[src/rtl/sd_cmd_sequencer_pkg.sv]
// Shared constants for the SD CMD-line sequencer: response codes, FSM encodings
// and the serial CRC7 step used by both the transmit and receive checkers.
package sd_cmd_sequencer_pkg;

  localparam logic [1:0] RESP_NONE = 2'b00;
  localparam logic [1:0] RESP_136  = 2'b01;
  localparam logic [1:0] RESP_48   = 2'b10;
  localparam logic [1:0] RESP_48B  = 2'b11;

  localparam logic [2:0] ST_IDLE  = 3'd0;
  localparam logic [2:0] ST_LOAD  = 3'd1;
  localparam logic [2:0] ST_SEND  = 3'd2;
  localparam logic [2:0] ST_NCR   = 3'd3;
  localparam logic [2:0] ST_RECV  = 3'd4;
  localparam logic [2:0] ST_CHECK = 3'd5;
  localparam logic [2:0] ST_NCC   = 3'd6;

  localparam logic [6:0] CRC7_POLY = 7'h09;

  // One bit of x^7+x^3+1, MSB-first, as used on the SD CMD line.
  function automatic logic [6:0] crc7_step(input logic [6:0] crc, input logic bit_in);
    logic fb;
    fb = bit_in ^ crc[6];
    return {crc[5:0], 1'b0} ^ (fb ? CRC7_POLY : 7'h00);
  endfunction

endpackage

[src/rtl/sd_cmd_sequencer_if.sv]
// Host-register, status and CMD-pad signals of the sequencer bundled as one interface.
interface sd_cmd_sequencer_if;

  logic        start;
  logic [5:0]  cmd_index;
  logic [31:0] cmd_arg;
  logic [1:0]  resp_type;
  logic        data_present;
  logic        cmd_in;
  logic        cmd_out;
  logic        cmd_oe;
  logic        busy;
  logic        done;
  logic [5:0]  resp_index;
  logic [31:0] resp_arg;
  logic        err_timeout;
  logic        err_crc;
  logic        err_frame;
  logic        err_index;
  logic        err_type;
  logic        data_start;

  modport master (
    output start, cmd_index, cmd_arg, resp_type, data_present, cmd_in,
    input  cmd_out, cmd_oe, busy, done, resp_index, resp_arg,
           err_timeout, err_crc, err_frame, err_index, err_type, data_start
  );

  modport slave (
    input  start, cmd_index, cmd_arg, resp_type, data_present, cmd_in,
    output cmd_out, cmd_oe, busy, done, resp_index, resp_arg,
           err_timeout, err_crc, err_frame, err_index, err_type, data_start
  );

endinterface

[src/rtl/sd_cmd_sequencer_crc7.sv]
// Serial CRC7 accumulator; clr has priority over en. Datapath only, so no reset.
module sd_crc7
  import sd_cmd_sequencer_pkg::*;
(
  input  logic       clk,
  input  logic       clr,
  input  logic       en,
  input  logic       bit_in,
  output logic [6:0] crc
);

  logic [6:0] crc_q, crc_d;

  always_comb begin
    crc_d = crc_q;
    if (clr)
      crc_d = 7'h00;
    else if (en)
      crc_d = crc7_step(crc_q, bit_in);
  end

  always_ff @(posedge clk) begin
    crc_q <= crc_d;
  end

  assign crc = crc_q;

endmodule

[src/rtl/sd_cmd_sequencer.sv]
// SD CMD-line transaction sequencer: sends a 48-bit command with CRC7, hunts for and
// receives the 48-bit response, checks it, then idles NCC cycles before pulsing done.
module sd_cmd_sequencer
  import sd_cmd_sequencer_pkg::*;
#(
  parameter int unsigned NCR_MIN = 2,
  parameter int unsigned TIMEOUT = 64,
  parameter int unsigned NCC_MIN = 8
) (
  input  logic               clk,
  input  logic               rst_n,
  sd_cmd_sequencer_if.slave  bus
);

  localparam int TMO_W = $clog2(NCR_MIN + TIMEOUT + NCC_MIN + 1);
  localparam logic [TMO_W-1:0] HUNT_FIRST = TMO_W'(NCR_MIN);
  localparam logic [TMO_W-1:0] HUNT_LAST  = TMO_W'(NCR_MIN + TIMEOUT - 1);
  localparam logic [TMO_W-1:0] NCC_LAST   = TMO_W'(NCC_MIN);

  // Control state (async reset)
  logic [2:0]       state_q, state_d;
  logic [5:0]       bit_cnt_q, bit_cnt_d;
  logic [TMO_W-1:0] tmo_cnt_q, tmo_cnt_d;
  logic [5:0]       resp_index_q, resp_index_d;
  logic [31:0]      resp_arg_q, resp_arg_d;
  logic             err_timeout_q, err_timeout_d;
  logic             err_crc_q, err_crc_d;
  logic             err_frame_q, err_frame_d;
  logic             err_index_q, err_index_d;
  logic             err_type_q, err_type_d;

  // Datapath state (no reset)
  logic [47:0]      tx_sr_q, tx_sr_d;
  logic [47:0]      rx_sr_q, rx_sr_d;
  logic [5:0]       idx_q, idx_d;
  logic [31:0]      arg_q, arg_d;
  logic [1:0]       rtype_q, rtype_d;
  logic             dpres_q, dpres_d;

  logic             tx_crc_clr, tx_crc_en;
  logic             rx_crc_clr, rx_crc_en;
  logic [6:0]       tx_crc, rx_crc;
  logic [2:0]       crc_sel;
  logic             cmd_out;
  logic             done;
  logic             any_err;

  sd_crc7 u_tx_crc (
    .clk    (clk),
    .clr    (tx_crc_clr),
    .en     (tx_crc_en),
    .bit_in (tx_sr_q[47]),
    .crc    (tx_crc)
  );

  sd_crc7 u_rx_crc (
    .clk    (clk),
    .clr    (rx_crc_clr),
    .en     (rx_crc_en),
    .bit_in (bus.cmd_in),
    .crc    (rx_crc)
  );

  always_comb begin
    state_d       = state_q;
    bit_cnt_d     = bit_cnt_q;
    tmo_cnt_d     = tmo_cnt_q;
    resp_index_d  = resp_index_q;
    resp_arg_d    = resp_arg_q;
    err_timeout_d = err_timeout_q;
    err_crc_d     = err_crc_q;
    err_frame_d   = err_frame_q;
    err_index_d   = err_index_q;
    err_type_d    = err_type_q;
    tx_sr_d       = tx_sr_q;
    rx_sr_d       = rx_sr_q;
    idx_d         = idx_q;
    arg_d         = arg_q;
    rtype_d       = rtype_q;
    dpres_d       = dpres_q;
    tx_crc_clr    = 1'b0;
    tx_crc_en     = 1'b0;
    rx_crc_clr    = 1'b0;
    rx_crc_en     = 1'b0;

    case (state_q)
      ST_IDLE: begin
        if (bus.start) begin
          idx_d         = bus.cmd_index;
          arg_d         = bus.cmd_arg;
          rtype_d       = bus.resp_type;
          dpres_d       = bus.data_present;
          err_timeout_d = 1'b0;
          err_crc_d     = 1'b0;
          err_frame_d   = 1'b0;
          err_index_d   = 1'b0;
          err_type_d    = 1'b0;
          state_d       = ST_LOAD;
        end
      end
      ST_LOAD: begin
        // CRC field left zero in the shift register; it is muxed in from the TX CRC
        tx_sr_d    = {2'b01, idx_q, arg_q, 8'h01};
        tx_crc_clr = 1'b1;
        rx_crc_clr = 1'b1;
        bit_cnt_d  = 6'd47;
        tmo_cnt_d  = '0;
        if (rtype_q == RESP_136) begin
          err_type_d = 1'b1;
          state_d    = ST_NCC;
        end else begin
          state_d    = ST_SEND;
        end
      end
      ST_SEND: begin
        tx_sr_d   = {tx_sr_q[46:0], 1'b0};
        tx_crc_en = (bit_cnt_q >= 6'd8);
        bit_cnt_d = bit_cnt_q - 6'd1;
        if (bit_cnt_q == 6'd0)
          state_d = (rtype_q == RESP_NONE) ? ST_NCC : ST_NCR;
      end
      ST_NCR: begin
        tmo_cnt_d = tmo_cnt_q + TMO_W'(1);
        if (tmo_cnt_q >= HUNT_FIRST) begin
          if (!bus.cmd_in) begin
            rx_sr_d   = 48'h0;
            rx_crc_en = 1'b1;
            bit_cnt_d = 6'd46;
            state_d   = ST_RECV;
          end else if (tmo_cnt_q == HUNT_LAST) begin
            err_timeout_d = 1'b1;
            tmo_cnt_d     = '0;
            state_d       = ST_NCC;
          end
        end
      end
      ST_RECV: begin
        rx_sr_d   = {rx_sr_q[46:0], bus.cmd_in};
        rx_crc_en = (bit_cnt_q >= 6'd8);
        bit_cnt_d = bit_cnt_q - 6'd1;
        if (bit_cnt_q == 6'd0)
          state_d = ST_CHECK;
      end
      ST_CHECK: begin
        resp_index_d = rx_sr_q[45:40];
        resp_arg_d   = rx_sr_q[39:8];
        err_crc_d    = (rx_sr_q[7:1] != rx_crc);
        err_frame_d  = rx_sr_q[47] | rx_sr_q[46] | ~rx_sr_q[0];
        // RESP_48B shares the 48-bit path; its busy phase belongs to the DAT side
        err_index_d  = (rtype_q == RESP_48) && (rx_sr_q[45:40] != idx_q);
        tmo_cnt_d    = '0;
        state_d      = ST_NCC;
      end
      ST_NCC: begin
        tmo_cnt_d = tmo_cnt_q + TMO_W'(1);
        if (tmo_cnt_q == NCC_LAST)
          state_d = ST_IDLE;
      end
      default: state_d = ST_IDLE;
    endcase
  end

  always_comb begin
    crc_sel = bit_cnt_q[2:0] - 3'd1;
    cmd_out = 1'b1;
    if (state_q == ST_SEND) begin
      if (bit_cnt_q >= 6'd8)
        cmd_out = tx_sr_q[47];
      else if (bit_cnt_q != 6'd0)
        cmd_out = tx_crc[crc_sel];
    end
  end

  always_ff @(posedge clk or negedge rst_n) begin
    if (!rst_n) begin
      state_q       <= ST_IDLE;
      bit_cnt_q     <= '0;
      tmo_cnt_q     <= '0;
      resp_index_q  <= '0;
      resp_arg_q    <= '0;
      err_timeout_q <= 1'b0;
      err_crc_q     <= 1'b0;
      err_frame_q   <= 1'b0;
      err_index_q   <= 1'b0;
      err_type_q    <= 1'b0;
    end else begin
      state_q       <= state_d;
      bit_cnt_q     <= bit_cnt_d;
      tmo_cnt_q     <= tmo_cnt_d;
      resp_index_q  <= resp_index_d;
      resp_arg_q    <= resp_arg_d;
      err_timeout_q <= err_timeout_d;
      err_crc_q     <= err_crc_d;
      err_frame_q   <= err_frame_d;
      err_index_q   <= err_index_d;
      err_type_q    <= err_type_d;
    end
  end

  always_ff @(posedge clk) begin
    tx_sr_q <= tx_sr_d;
    rx_sr_q <= rx_sr_d;
    idx_q   <= idx_d;
    arg_q   <= arg_d;
    rtype_q <= rtype_d;
    dpres_q <= dpres_d;
  end

  assign done    = (state_q == ST_NCC) && (tmo_cnt_q == NCC_LAST);
  assign any_err = err_timeout_q | err_crc_q | err_frame_q | err_index_q | err_type_q;

  assign bus.cmd_out     = cmd_out;
  assign bus.cmd_oe      = (state_q == ST_SEND);
  assign bus.busy        = (state_q != ST_IDLE) && !done;
  assign bus.done        = done;
  assign bus.resp_index  = resp_index_q;
  assign bus.resp_arg    = resp_arg_q;
  assign bus.err_timeout = err_timeout_q;
  assign bus.err_crc     = err_crc_q;
  assign bus.err_frame   = err_frame_q;
  assign bus.err_index   = err_index_q;
  assign bus.err_type    = err_type_q;
  assign bus.data_start  = done & dpres_q & ~any_err;

endmodule

[src/flat_wrapper.sv]
// flat-port wrapper written by rule: the top's interface ports become plain ports
module sd_cmd_sequencer_flat import sd_cmd_sequencer_pkg::*;
#(
  parameter int unsigned NCR_MIN = 2,
  parameter int unsigned TIMEOUT = 64,
  parameter int unsigned NCC_MIN = 8
)
  (clk, rst_n, bus_start, bus_cmd_index, bus_cmd_arg, bus_resp_type, bus_data_present, bus_cmd_in, bus_cmd_out, bus_cmd_oe, bus_busy, bus_done, bus_resp_index, bus_resp_arg, bus_err_timeout, bus_err_crc, bus_err_frame, bus_err_index, bus_err_type, bus_data_start);
  sd_cmd_sequencer_if bus_i ();
  input  logic clk;
  input  logic rst_n;
  input wire logic [$bits(bus_i.start)-1:0] bus_start;
  input wire logic [$bits(bus_i.cmd_index)-1:0] bus_cmd_index;
  input wire logic [$bits(bus_i.cmd_arg)-1:0] bus_cmd_arg;
  input wire logic [$bits(bus_i.resp_type)-1:0] bus_resp_type;
  input wire logic [$bits(bus_i.data_present)-1:0] bus_data_present;
  input wire logic [$bits(bus_i.cmd_in)-1:0] bus_cmd_in;
  output wire logic [$bits(bus_i.cmd_out)-1:0] bus_cmd_out;
  output wire logic [$bits(bus_i.cmd_oe)-1:0] bus_cmd_oe;
  output wire logic [$bits(bus_i.busy)-1:0] bus_busy;
  output wire logic [$bits(bus_i.done)-1:0] bus_done;
  output wire logic [$bits(bus_i.resp_index)-1:0] bus_resp_index;
  output wire logic [$bits(bus_i.resp_arg)-1:0] bus_resp_arg;
  output wire logic [$bits(bus_i.err_timeout)-1:0] bus_err_timeout;
  output wire logic [$bits(bus_i.err_crc)-1:0] bus_err_crc;
  output wire logic [$bits(bus_i.err_frame)-1:0] bus_err_frame;
  output wire logic [$bits(bus_i.err_index)-1:0] bus_err_index;
  output wire logic [$bits(bus_i.err_type)-1:0] bus_err_type;
  output wire logic [$bits(bus_i.data_start)-1:0] bus_data_start;
  assign bus_i.start = bus_start;
  assign bus_i.cmd_index = bus_cmd_index;
  assign bus_i.cmd_arg = bus_cmd_arg;
  assign bus_i.resp_type = bus_resp_type;
  assign bus_i.data_present = bus_data_present;
  assign bus_i.cmd_in = bus_cmd_in;
  assign bus_cmd_out = bus_i.cmd_out;
  assign bus_cmd_oe = bus_i.cmd_oe;
  assign bus_busy = bus_i.busy;
  assign bus_done = bus_i.done;
  assign bus_resp_index = bus_i.resp_index;
  assign bus_resp_arg = bus_i.resp_arg;
  assign bus_err_timeout = bus_i.err_timeout;
  assign bus_err_crc = bus_i.err_crc;
  assign bus_err_frame = bus_i.err_frame;
  assign bus_err_index = bus_i.err_index;
  assign bus_err_type = bus_i.err_type;
  assign bus_data_start = bus_i.data_start;
  sd_cmd_sequencer #(.NCR_MIN(NCR_MIN), .TIMEOUT(TIMEOUT), .NCC_MIN(NCC_MIN)) u_core (.clk(clk), .rst_n(rst_n), .bus(bus_i));
endmodule
[config.mk]
export PLATFORM = sky130hd
export DESIGN_NAME = sd_cmd_sequencer_flat
export DESIGN_NICKNAME = d
export VERILOG_FILES = /design/src/rtl/sd_cmd_sequencer_pkg.sv /design/src/rtl/sd_cmd_sequencer_if.sv /design/src/rtl/sd_cmd_sequencer_crc7.sv /design/src/rtl/sd_cmd_sequencer.sv /design/src/flat_wrapper.sv
export SDC_FILE = /design/constraint.sdc
export NUM_CORES = 1
export LEC_CHECK = 0
export ABC_AREA = 0
export CORE_UTILIZATION = 45
export CTS_BUF_LIST = sky130_fd_sc_hd__clkbuf_4 sky130_fd_sc_hd__clkbuf_8
export CTS_CLUSTER_SIZE = 10
export DETAILED_ROUTE_END_ITERATION = 8
export GPL_TIMING_DRIVEN = 0
export PLACE_DENSITY_LB_ADDON = 0.08
export SETUP_SLACK_MARGIN = 0.4
export SYNTH_ARGS = -nofsm -noshare
export SYNTH_HDL_FRONTEND = slang
export SYNTH_HIERARCHICAL = 1
export SYNTH_SLANG_ARGS = --single-unit
[constraint.sdc]
create_clock -name clk -period 12.2 [get_ports clk]
set_clock_uncertainty 0.05 [all_clocks]
set_input_delay 2.44 -clock clk [delete_from_list [all_inputs] [get_ports clk]]
set_output_delay 2.44 -clock clk [all_outputs]
set_load 0.05 [all_outputs]
# Word-level counts from Yosys, hierarchy flattened

Cells that the tools add are included.
Widths: inputs -> output; s select.

Flip-flop bits (word level): 210
Input bits: 45
Output and inout bits: 48
Word-level logic and storage cells: 128

$add $sub $neg: 3
$lt $le $gt $ge: 3
Equal/unequal tests: 22
Multiplexer cells: 43
Bitwise logic cells: 14
Reductions and logical operators: 25

Operators by type and width:

| kind                | number |
|---|---|
| $pmux 48 s2         | 2 |
| $mux 48             | 2 |
| $mux 3              | 9 |
| $mux 7              | 3 |
| $pmux 3 s7          | 1 |
| $pmux 7 s3          | 1 |
| $pmux 6 s3          | 1 |
| $xor 7x4->7         | 2 |
| $mux 1              | 13 |
| $mux 6              | 2 |
| $ne 2x1->1 const B  | 6 |
| $pmux 1 s2          | 6 |
| $reduce_bool 2->1   | 5 |
| $eq 3x3->1 const B  | 3 |
| $reduce_and 3->1    | 3 |
| $reduce_bool 3->1   | 3 |
| $mux 4              | 2 |
| $add 7x1->7 const B | 1 |
| $eq 7x4->1 const B  | 1 |
| $eq 7x7->1 const B  | 1 |
| $ge 7x2->1 const B  | 1 |
| $ne 7x7->1          | 1 |
| $eq 3x2->1 const B  | 2 |
| $ge 6x4->1 const B  | 1 |
| other kinds (24)    | 38 |

# Longest topological paths before layout

Gate-level depths: netlist (run 1).

Word-level depth: 6
Depth in mapped cells: 9
Mapped depth without buffers: 8

# Hierarchy

Netlist (run 1), hierarchy kept.

Modules (own cells, without submodules):

| module           | times used | cells an instance | area an instance (um^2) | seq. area each (um^2) |
|---|---|---|---|---|
| sd_cmd_sequencer | 1          | 539               | 8176.6                  | 5590.4 |
| sd_crc7          | 2          | 26                | 269.0                   | 140.1 |

# Worst setup path before layout (run 1)

Ideal clock, no wire load.

Path kind: input -> register
From: input port bus_cmd_in
To: register u_core.rx_sr_q[0], enable pin
Library setup time: 0.520 ns
Arrival time: 5.992 ns
Required time: 11.630 ns
Slack: 5.638 ns
Cell stages on the path: 2
Path buffers: 0
Path through: nand2b_1 o21ai_0

Longest elaborated chain between the ends: 2

Ends and longest elaborated chain:

| what                       | RTL line                | RTL |
|---|---|---|
| start: declaration         | flat_wrapper.sv:17      | `input wire logic [$bits(bus_i.cmd_in)-1:0] bus_cmd_in;` |
| $ne 2x2->1 (no line)       | -                       |  |
| $reduce_and 3->1 (no line) | -                       |  |
| end signal: assignment     | sd_cmd_sequencer.sv:202 | `rx_sr_q <= rx_sr_d;` |
| end: declaration           | sd_cmd_sequencer.sv:34  | `logic [47:0] rx_sr_q, rx_sr_d;` |

No other way between the ends.
A chain may end at the register's enable or synchronous reset.

# Worst setup path in the final report (run 1)

From: register u_core.bit_cnt_q[0]
To: output port bus_cmd_out

Longest elaborated chain between the ends: 6
Elaborated cells between the ends (all ways): 8
Classes of those cells: 1 x add/sub; 1 x order compare; 5 x mux; 1 x reduce/logical

Ends and longest elaborated chain:

| what                         | RTL line                | RTL |
|---|---|---|
| start: declaration           | sd_cmd_sequencer.sv:22  | `logic [5:0] bit_cnt_q, bit_cnt_d;` |
| start signal: assignment     | sd_cmd_sequencer.sv:188 | `bit_cnt_q <= bit_cnt_d;` |
| $sub 3x1->3                  | sd_cmd_sequencer.sv:164 | `crc_sel = bit_cnt_q[2:0] - 3'd1;` |
| $bmux 1 s3                   | sd_cmd_sequencer.sv:170 | `cmd_out = tx_crc[crc_sel];` |
| $mux 1 (implied by the code) | sd_cmd_sequencer.sv:170 |  |
| $mux 1                       | sd_cmd_sequencer.sv:169 | `else if (bit_cnt_q != 6'd0)` |
| $mux 1 (*)                   | sd_cmd_sequencer.sv:167 | `if (bit_cnt_q >= 6'd8)` |
| $mux 1 (*)                   | sd_cmd_sequencer.sv:166 | `if (state_q == ST_SEND) begin` |
| end: declaration             | flat_wrapper.sv:18      | `output wire logic [$bits(bus_i.cmd_out)-1:0] bus_cmd_out;` |

Mark *: on every way between the ends. The rest lies on a longest branch, timed or not. The select of a mux whose other input is x is not followed.

==> flow_metrics.py, run 1 <==
metrics = {
    "run_status": {
        "status": "completed",
    },
    "worst_setup_path": {
        "crit_type": "reg2out",
        "crit_path_frequent_cell": "inv_1",
        "critPathSlowestCell": "clkdlybuf4s50_1",
        "cp.required_ns": 9.71,
        "max_stage_delay_ns": 0.75,
        "crit_path_start_kind": "flip-flop",
        "path_cells": "inv_1, ha_1, inv_1, mux4_2, o21ai_0, a31oi_1, clkdlybuf4s50_1",
        "crit_family": "buffers and inverters",
        "cp.buffers_inverters": 3,
        "crit_path_end_kind": "output pin",
        "cp_data_arrival_time_ns": 3.00,
        "crit_fanout": 5,
    },
    "power": {
        "sw_frac_of_total": 0.370,
        "power_frac_comb": 0.385,
        "p_int_mw": 1.92,
        "pwr-share-seq": 0.406,
        "ir_drop_uv": 122,
        "clkPwrFrac": 0.208,
        "power_density_nw_per_um2": 283,
        "p_switching_mw": 1.13,
        "p_leak_nw": 4.25,
    },
    "grt": {
        "grt_pass1_wl_mm": 27.5,
        "overflow": 0,
        "grt-busiest-layer": "met2",
        "globalRouteTotalUtil": 0.176,
        "grt_pass1_vias": 5212,
        "use_met1": 0.244,
        "met2_usage": 0.271,
        "grt_max_degree": 60,
        "antenna_found_initial": 0,
        "use_met3": 0.0343,
    },
    "die": {
        "initial_core_util": 0.463,
        "num_io_pins": 93,
        "fp.dieW_um": 141,
        "core_um2": 18800,
        "die-area_um2": 19900,
        "dieHeight_um": 141,
        "num_rows": 50,
    },
    "sta": {
        "rsz0062_at_grt": "false",
        "slew_viol_final": 0,
        "max_freq_mhz": 182,
        "fin_setup_tns_ns": 0,
        "max-slew-margin-rel": 0.397,
        "final_hold_viol_count": 0,
        "min_period_ns": 5.49,
        "finalCritPeriodShare": 0.450,
        "worst_slew_pin_slew_ns": 0.903,
        "setup_viol": 0,
    },
    "cts": {
        "clockRootBuffer": "clkbuf_8",
        "numCtsBuffers": 37,
        "post_cts_buffers": 0,
        "clk_latency_ns": 0.51,
        "postCtsHoldBufs": 0,
        "htree_levels": 2,
        "cts_resized": 0,
        "clk_pin_slew_worst_paths_ns": 0.06,
        "cts.sinks": 210,
        "clock_path_buffers": 3,
        "tritoncts": "yes",
    },
    "placement": {
        "hpwlAfterDp_mm": 11.2,
        "gp_congestion": 0.830,
        "port_buffers": 92,
        "postPlaceCellArea_um2": 10000,
    },
    "route": {
        "drt-pass1-iter-count": 5,
        "viasPerCell": 5.15,
        "drc": 0,
        "routed_wl_mm": 16.7,
        "drtIter0Drc": 300,
        "vias": 5210,
        "postRouteAntennaNets": 0,
        "routedWlPerCell_um": 16.6,
    },
    "synthesis": {
        "synth-edff-count": 137,
        "synth-seq-cells": 210,
        "ys.flop_type": "edfxtp_1",
        "synthesis.area_um2": 8710,
        "yosys_warnings": 6,
        "async_flop_share": 0.281,
        "syn_avg_cell_area_um2": 14.7,
        "syn_nets": 641,
        "ys_seq_area_frac": 0.674,
        "synthCells": 591,
        "yosysUniqueCellTypes": 67,
    },
    "finish": {
        "design_area_um2": 10800,
        "nets": 774,
        "fin_util": 0.572,
        "layout_common_cells": "edfxtp_1 (137), clkdlybuf4s50_1 (91), mux2_2 (76)",
        "layout-area-overhead-vs-synth_pct": 23.5,
        "final_common_cell": "edfxtp_1",
        "multiInputGateArea_um2": 2610,
        "antenna_cells": 0,
        "regArea_um2": 5870,
        "drive_above_1_share": 0.238,
        "fill_cells": 1520,
    },
    "min_path": {
        "hold_path_class": "reg2reg",
    },
    "run": {
        "max_cap_violations": 0,
    },
}
[cells in the mapped netlist, types with 6 or more instances]
library cell	instances	area share
and3_1	49	0.035
inv_1	15	0.0065
xnor2_1	10	0.010
buf_2	13	0.0075
and2_1	8	0.0057
dfrtp_1	59	0.17
a21oi_1	14	0.0080
xor2_1	10	0.010
mux2_2	76	0.098
nor2_1	35	0.015
nand2_1	16	0.0069
mux2i_1	11	0.013
clkbuf_1	12	0.0052
dfxtp_1	14	0.032
nand3_1	6	0.0034
o21ai_0	15	0.0086
nand2b_1	6	0.0043
edfxtp_1	137	0.47
[metrics by stage]
step / setup slack (ns) / power, mW / cells / hold slack [ns]
global route: 6.58 / 3.22 / 1011 / 0.472
CTS: 6.67 / 3.08 / 1011 / 0.453
detailed placement: 7.24 / 2.43 / 945 / 0.439
global placement: 3.53 / 2.40 / 943 / 0.432
floorplan: 5.64 / 2.06 / 591 / 0.422
finish: 6.71 / 3.04 / 1011 / 0.450
[flip-flops by register name, indices dropped and copies added (netlist names), 2 cells and up]
signal                 cells
u_core/u_rx_crc/crc        7
u_core/bit_cnt_q           6
u_core/rtype_q             2
u_core/bus.resp_arg       32
u_core/idx_q               6
u_core/rx_sr_q            48
u_core/tx_sr_q            48
u_core/arg_q              32
u_core/u_tx_crc/crc        7
u_core/tmo_cnt_q           7
u_core/state_q             3
u_core/bus.resp_index      6
[per-layer routing]
layer  vias up  part of all wire  wire (µm)
met5         -                 0          0
met4         0             0.022        373
met3        29             0.047        794
met2       157              0.46       7740
met1      2550              0.47       7840
li1       2474                 -          -
[final timing paths]
kind                                                  start                                  end  slack [ns]  depth (start not counted)
setup / recovery            u_core/bit_cnt_q[0]$_DFFE_PN0P_                          bus_cmd_out        6.71                          7
max in group asynchronous                             rst_n      u_core/bit_cnt_q[5]$_DFFE_PN0P_        9.62                          1
min in group asynchronous                             rst_n      u_core/bit_cnt_q[0]$_DFFE_PN0P_        1.96                          1
setup reg to reg              u_core/state_q[0]$_DFFE_PN0P_  u_core/u_rx_crc/crc[3]$_SDFFE_PP0P_        9.53                          8
hold reg to reg            u_core/rx_sr_q[11]$_SDFFCE_PN0P_   u_core/bus.resp_arg[3]$_DFFE_PN0P_        0.45                          1
hold / removal             u_core/rx_sr_q[11]$_SDFFCE_PN0P_   u_core/bus.resp_arg[3]$_DFFE_PN0P_        0.45                          1
[worst register-to-register path: cells and delay by family, from the launching register on]
kind | cells | cell delay (ns)
and+or+nand+nor | 3 | 1.07
buffers and inverters | 3 | 0.79
DFF | 1 | 0.37
AOI/OAI and AO/OA | 2 | 0.28
[power groups by stage]
stage	Combinational [mW]	Sequential [mW]	Clock [mW]
4_1_cts	1.18	1.24	0.657
3_5_place_dp	1.18	1.25	0
6_report	1.17	1.24	0.634
5_1_grt	1.26	1.27	0.689
3_3_place_gp	1.13	1.27	0
2_1_floorplan	0.604	1.45	0
[kinds of logic (layout without fill, tap and decap cells)]
family | after synthesis | after routing | synth area share
AND/OR/NAND/NOR | 154 | 154 | 0.105
buffers and inverters | 49 | 209 | 0.0291
AO/OA/AOI/OAI | 65 | 65 | 0.0520
multiplexers | 88 | 88 | 0.113
flip-flops | 210 | 210 | 0.674
XOR/XNOR | 20 | 20 | 0.0201
adder cells (fa/ha/maj) | 5 | 5 | 0.00718
[final cells by class]
cell class / count / area share
flip-flops and latches: 210 / 0.545
multi-input cells: 332 / 0.243
repair buffers: 94 / 0.0897
clock buffers: 51 / 0.0617
well taps: 260 / 0.0302
plain buffers: 33 / 0.0180
clock inverters: 15 / 0.00651
inverters: 16 / 0.00558
(Power assumes the default switching activity.)
==> run 2, diff against run 1 <==
==> constraint.sdc (replaced) <==
create_clock -name clk -period 5.7 [get_ports clk]
set_clock_uncertainty 0.05 [all_clocks]
set_input_delay 1.14 -clock clk [delete_from_list [all_inputs] [get_ports clk]]
set_output_delay 1.14 -clock clk [all_outputs]
set_load 0.05 [all_outputs]
==> results of run 2 <==
The final DEF is identical to that of run 1. Status: completed.
Main changes from that run: setup slack after placement 7.24 ns -> 2.04 ns; setup slack after layout 6.71 ns -> 1.51 ns; register-to-register setup slack 9.53 ns -> 3.03 ns; total power 3.04 mW -> 6.51 mW; worst IR drop on VDD 122 µV -> 262 µV
==> run 3, diff against run 2 <==
==> constraint.sdc (replaced) <==
create_clock -name clk -period 3.6 [get_ports clk]
set_clock_uncertainty 0.05 [all_clocks]
set_input_delay 0.72 -clock clk [delete_from_list [all_inputs] [get_ports clk]]
set_output_delay 0.72 -clock clk [all_outputs]
set_load 0.05 [all_outputs]
==> run 3 against run 2 <==
  * Sequential power grew 58%
  * Critical path depth did not move
  * Setup slack worse by 1.0 ns
  * Power up 58%
  * Worst hold slack got worse by 0.22 ns
  * Register-to-register slack worse by 2.1 ns
  * Cell area decreased by 0.13%
  * Global-route usage about the same
  * Non-clock buffer count increased by 1
  * Critical path type unchanged
  * Largest cell class unchanged
==> flow_metrics.py, run 3 (synthesis results as in run 1) <==
metrics = {
    "worst_setup_path": {
        "r2r_slack_ns": 0.94,
        "crit_fanout": 4,
        "cp.required_ns": 2.83,
        "worstReg2RegEnd": "u_core/u_rx_crc/crc[3]$_SDFFE_PP0P_",
        "crit_end": "bus_cmd_out",
        "r2r_cells": 8,
        "crit_path_start_kind": "flip-flop",
        "crit_path_start": "u_core/bit_cnt_q[0]$_DFFE_PN0P_",
        "crit_path_end_kind": "output pin",
        "r2r_start": "u_core/state_q[0]$_DFFE_PN0P_",
        "crit_type": "reg2out",
        "cp_data_arrival_time_ns": 2.34,
    },
    "grt": {
        "grt_pass1_wl_mm": 27.3,
        "antenna_found_initial": 0,
        "grt_pass1_vias": 5266,
        "grt_max_degree": 60,
        "overflow": 0,
        "globalRouteTotalUtil": 0.176,
    },
    "min_path": {
        "hold_path_class": "in2async",
    },
    "finish": {
        "antenna_cells": 0,
        "nets": 775,
        "reg_top3": "u_core/rx_sr_q: 48 flops, u_core/tx_sr_q: 48 flops",
        "layout_common_cells": "edfxtp_1 (137), clkdlybuf4s50_1 (86), mux2_2 (76)",
        "layoutNonFillerInstCount": 1013,
        "drive_above_1_share": 0.248,
        "final_common_cell": "edfxtp_1",
        "layout-area-overhead-vs-synth_pct": 23.3,
    },
    "route": {
        "viasPerCell": 5.16,
        "drtIter0Drc": 260,
        "drc": 0,
        "postRouteAntennaNets": 0,
        "routedWlPerCell_um": 16.5,
        "vias": 5230,
        "drt-pass1-iter-count": 4,
        "routed_wl_mm": 16.7,
    },
    "cts": {
        "postCtsHoldBufs": 0,
        "clock_path_buffers": 3,
        "clk_pin_slew_worst_paths_ns": 0.06,
        "cts.sinks": 210,
        "clk_latency_ns": 0.52,
        "numCtsBuffers": 37,
        "tritoncts": "yes",
        "htree_levels": 2,
        "clockRootBuffer": "clkbuf_8",
    },
    "sta": {
        "fin_hold_ws_ns": 0.233,
        "slew_viol_final": 0,
        "min_period_ns": 3.11,
        "setup_viol": 0,
        "final_hold_viol_count": 0,
        "rsz0062_at_grt": "true",
        "finalCritPeriodShare": 0.863,
        "worst_slew_pin_slew_ns": 1.01,
        "max-slew-margin-rel": 0.326,
        "max_freq_mhz": 322,
    },
    "die": {
        "fp.dieW_um": 141,
        "dieHeight_um": 141,
        "core_um2": 18800,
        "initial_core_util": 0.463,
        "num_io_pins": 93,
        "num_rows": 50,
        "die-area_um2": 19900,
    },
    "placement": {
        "hpwlAfterDp_mm": 11.2,
        "gp_congestion": 0.871,
        "port_buffers": 92,
        "dp.cells": 945,
    },
    "power": {
        "power_density_nw_per_um2": 956,
        "ir_drop_uv": 355,
        "total_power_mw": 10.3,
        "p_leak_nw": 4.24,
    },
    "run": {
        "max_cap_violations": 0,
    },
    "run_status": {
        "status": "completed",
    },
}
==> run 3: cell types whose count changed in the layout (fill, tap and decap cells not counted), sizes merged <==
cell,before,now
clkbuf,64,70
clkdlybuf4s50,91,86
clkinv,14,11
buf,23,25
dlygate4sd2,0,1
inv,17,18
==> run 3: final cells by class <==
cell class                      count  area (µm²)
Buffer                             33         195
Clock buffer                       54         649
Clock inverter                     13        62.6
Fill cell                        1523        8080
Inverter                           16        60.1
Multi-Input combinational cell    332        2630
Sequential cell                   210        5870
Tap cell                          260         325
Timing Repair Buffer               95         957
==> run 3: stage by stage <==
stage / TNS [ns] / utilization / cell area (µm²) / worst slack (ns)
final: 0 / 0.571 / 10700 / 0.493
after global routing: 0 / 0.571 / 10700 / 0.399
after CTS: 0 / 0.570 / 10700 / 0.251
after detailed placement: 0 / 0.533 / 10000 / 0.340
after global placement: -31.62 / 0.529 / 9970 / -0.333
after floorplan: 0 / - / 8720 / 0.566
==> run 3: power breakdown <==
part / switching (mW) / internal [mW] / total (mW)
logic: 2.39 / 1.60 / 3.99
clock network: 0.938 / 1.16 / 2.10
registers: 0.472 / 3.71 / 4.18
==> run 3: timing repair <==
action                     CTS  global route
resized for setup           13            15
setup endpoints to repair    5             4
pin swaps                    1             1
setup buffers                0             1
==> run 3: worst min path at each step <==
stage	to	slack [ns]	from
CTS	u_core/bus.resp_index[2]$_DFFE_PN0P_	0.25	rst_n
detailed placement	u_core/bus.resp_arg[9]$_DFFE_PN0P_	0.44	u_core/bus.resp_arg[9]$_DFFE_PN0P_
finish	u_core/tmo_cnt_q[3]$_DFFE_PN0P_	0.23	rst_n
floorplan	u_core/bit_cnt_q[0]$_DFFE_PN0P_	0.37	rst_n
global placement	u_core/bus.resp_arg[3]$_DFFE_PN0P_	0.43	u_core/rx_sr_q[11]$_SDFFCE_PN0P_
global route	u_core/bus.resp_index[2]$_DFFE_PN0P_	0.30	rst_n
==> run 3: critical path, cell delays in order, from the launching register on <==
cell and delay (ns):
dfrtp_1 0.43, inv_2 0.09, ha_4 0.26, inv_2 0.07, mux4_2 0.50, o21ai_2 0.12
a31oi_1 0.11, buf_4 0.24
==> run 3: per-layer routing <==
layer	vias up	wire length, µm	GRT usage	part of all wire
met1	2538	7660	0.242	0.46
met3	39	946	0.0333	0.057
li1	2478	-	-	-
met2	175	7710	0.270	0.46
met5	-	0	0	0
met4	0	415	0.0818	0.025
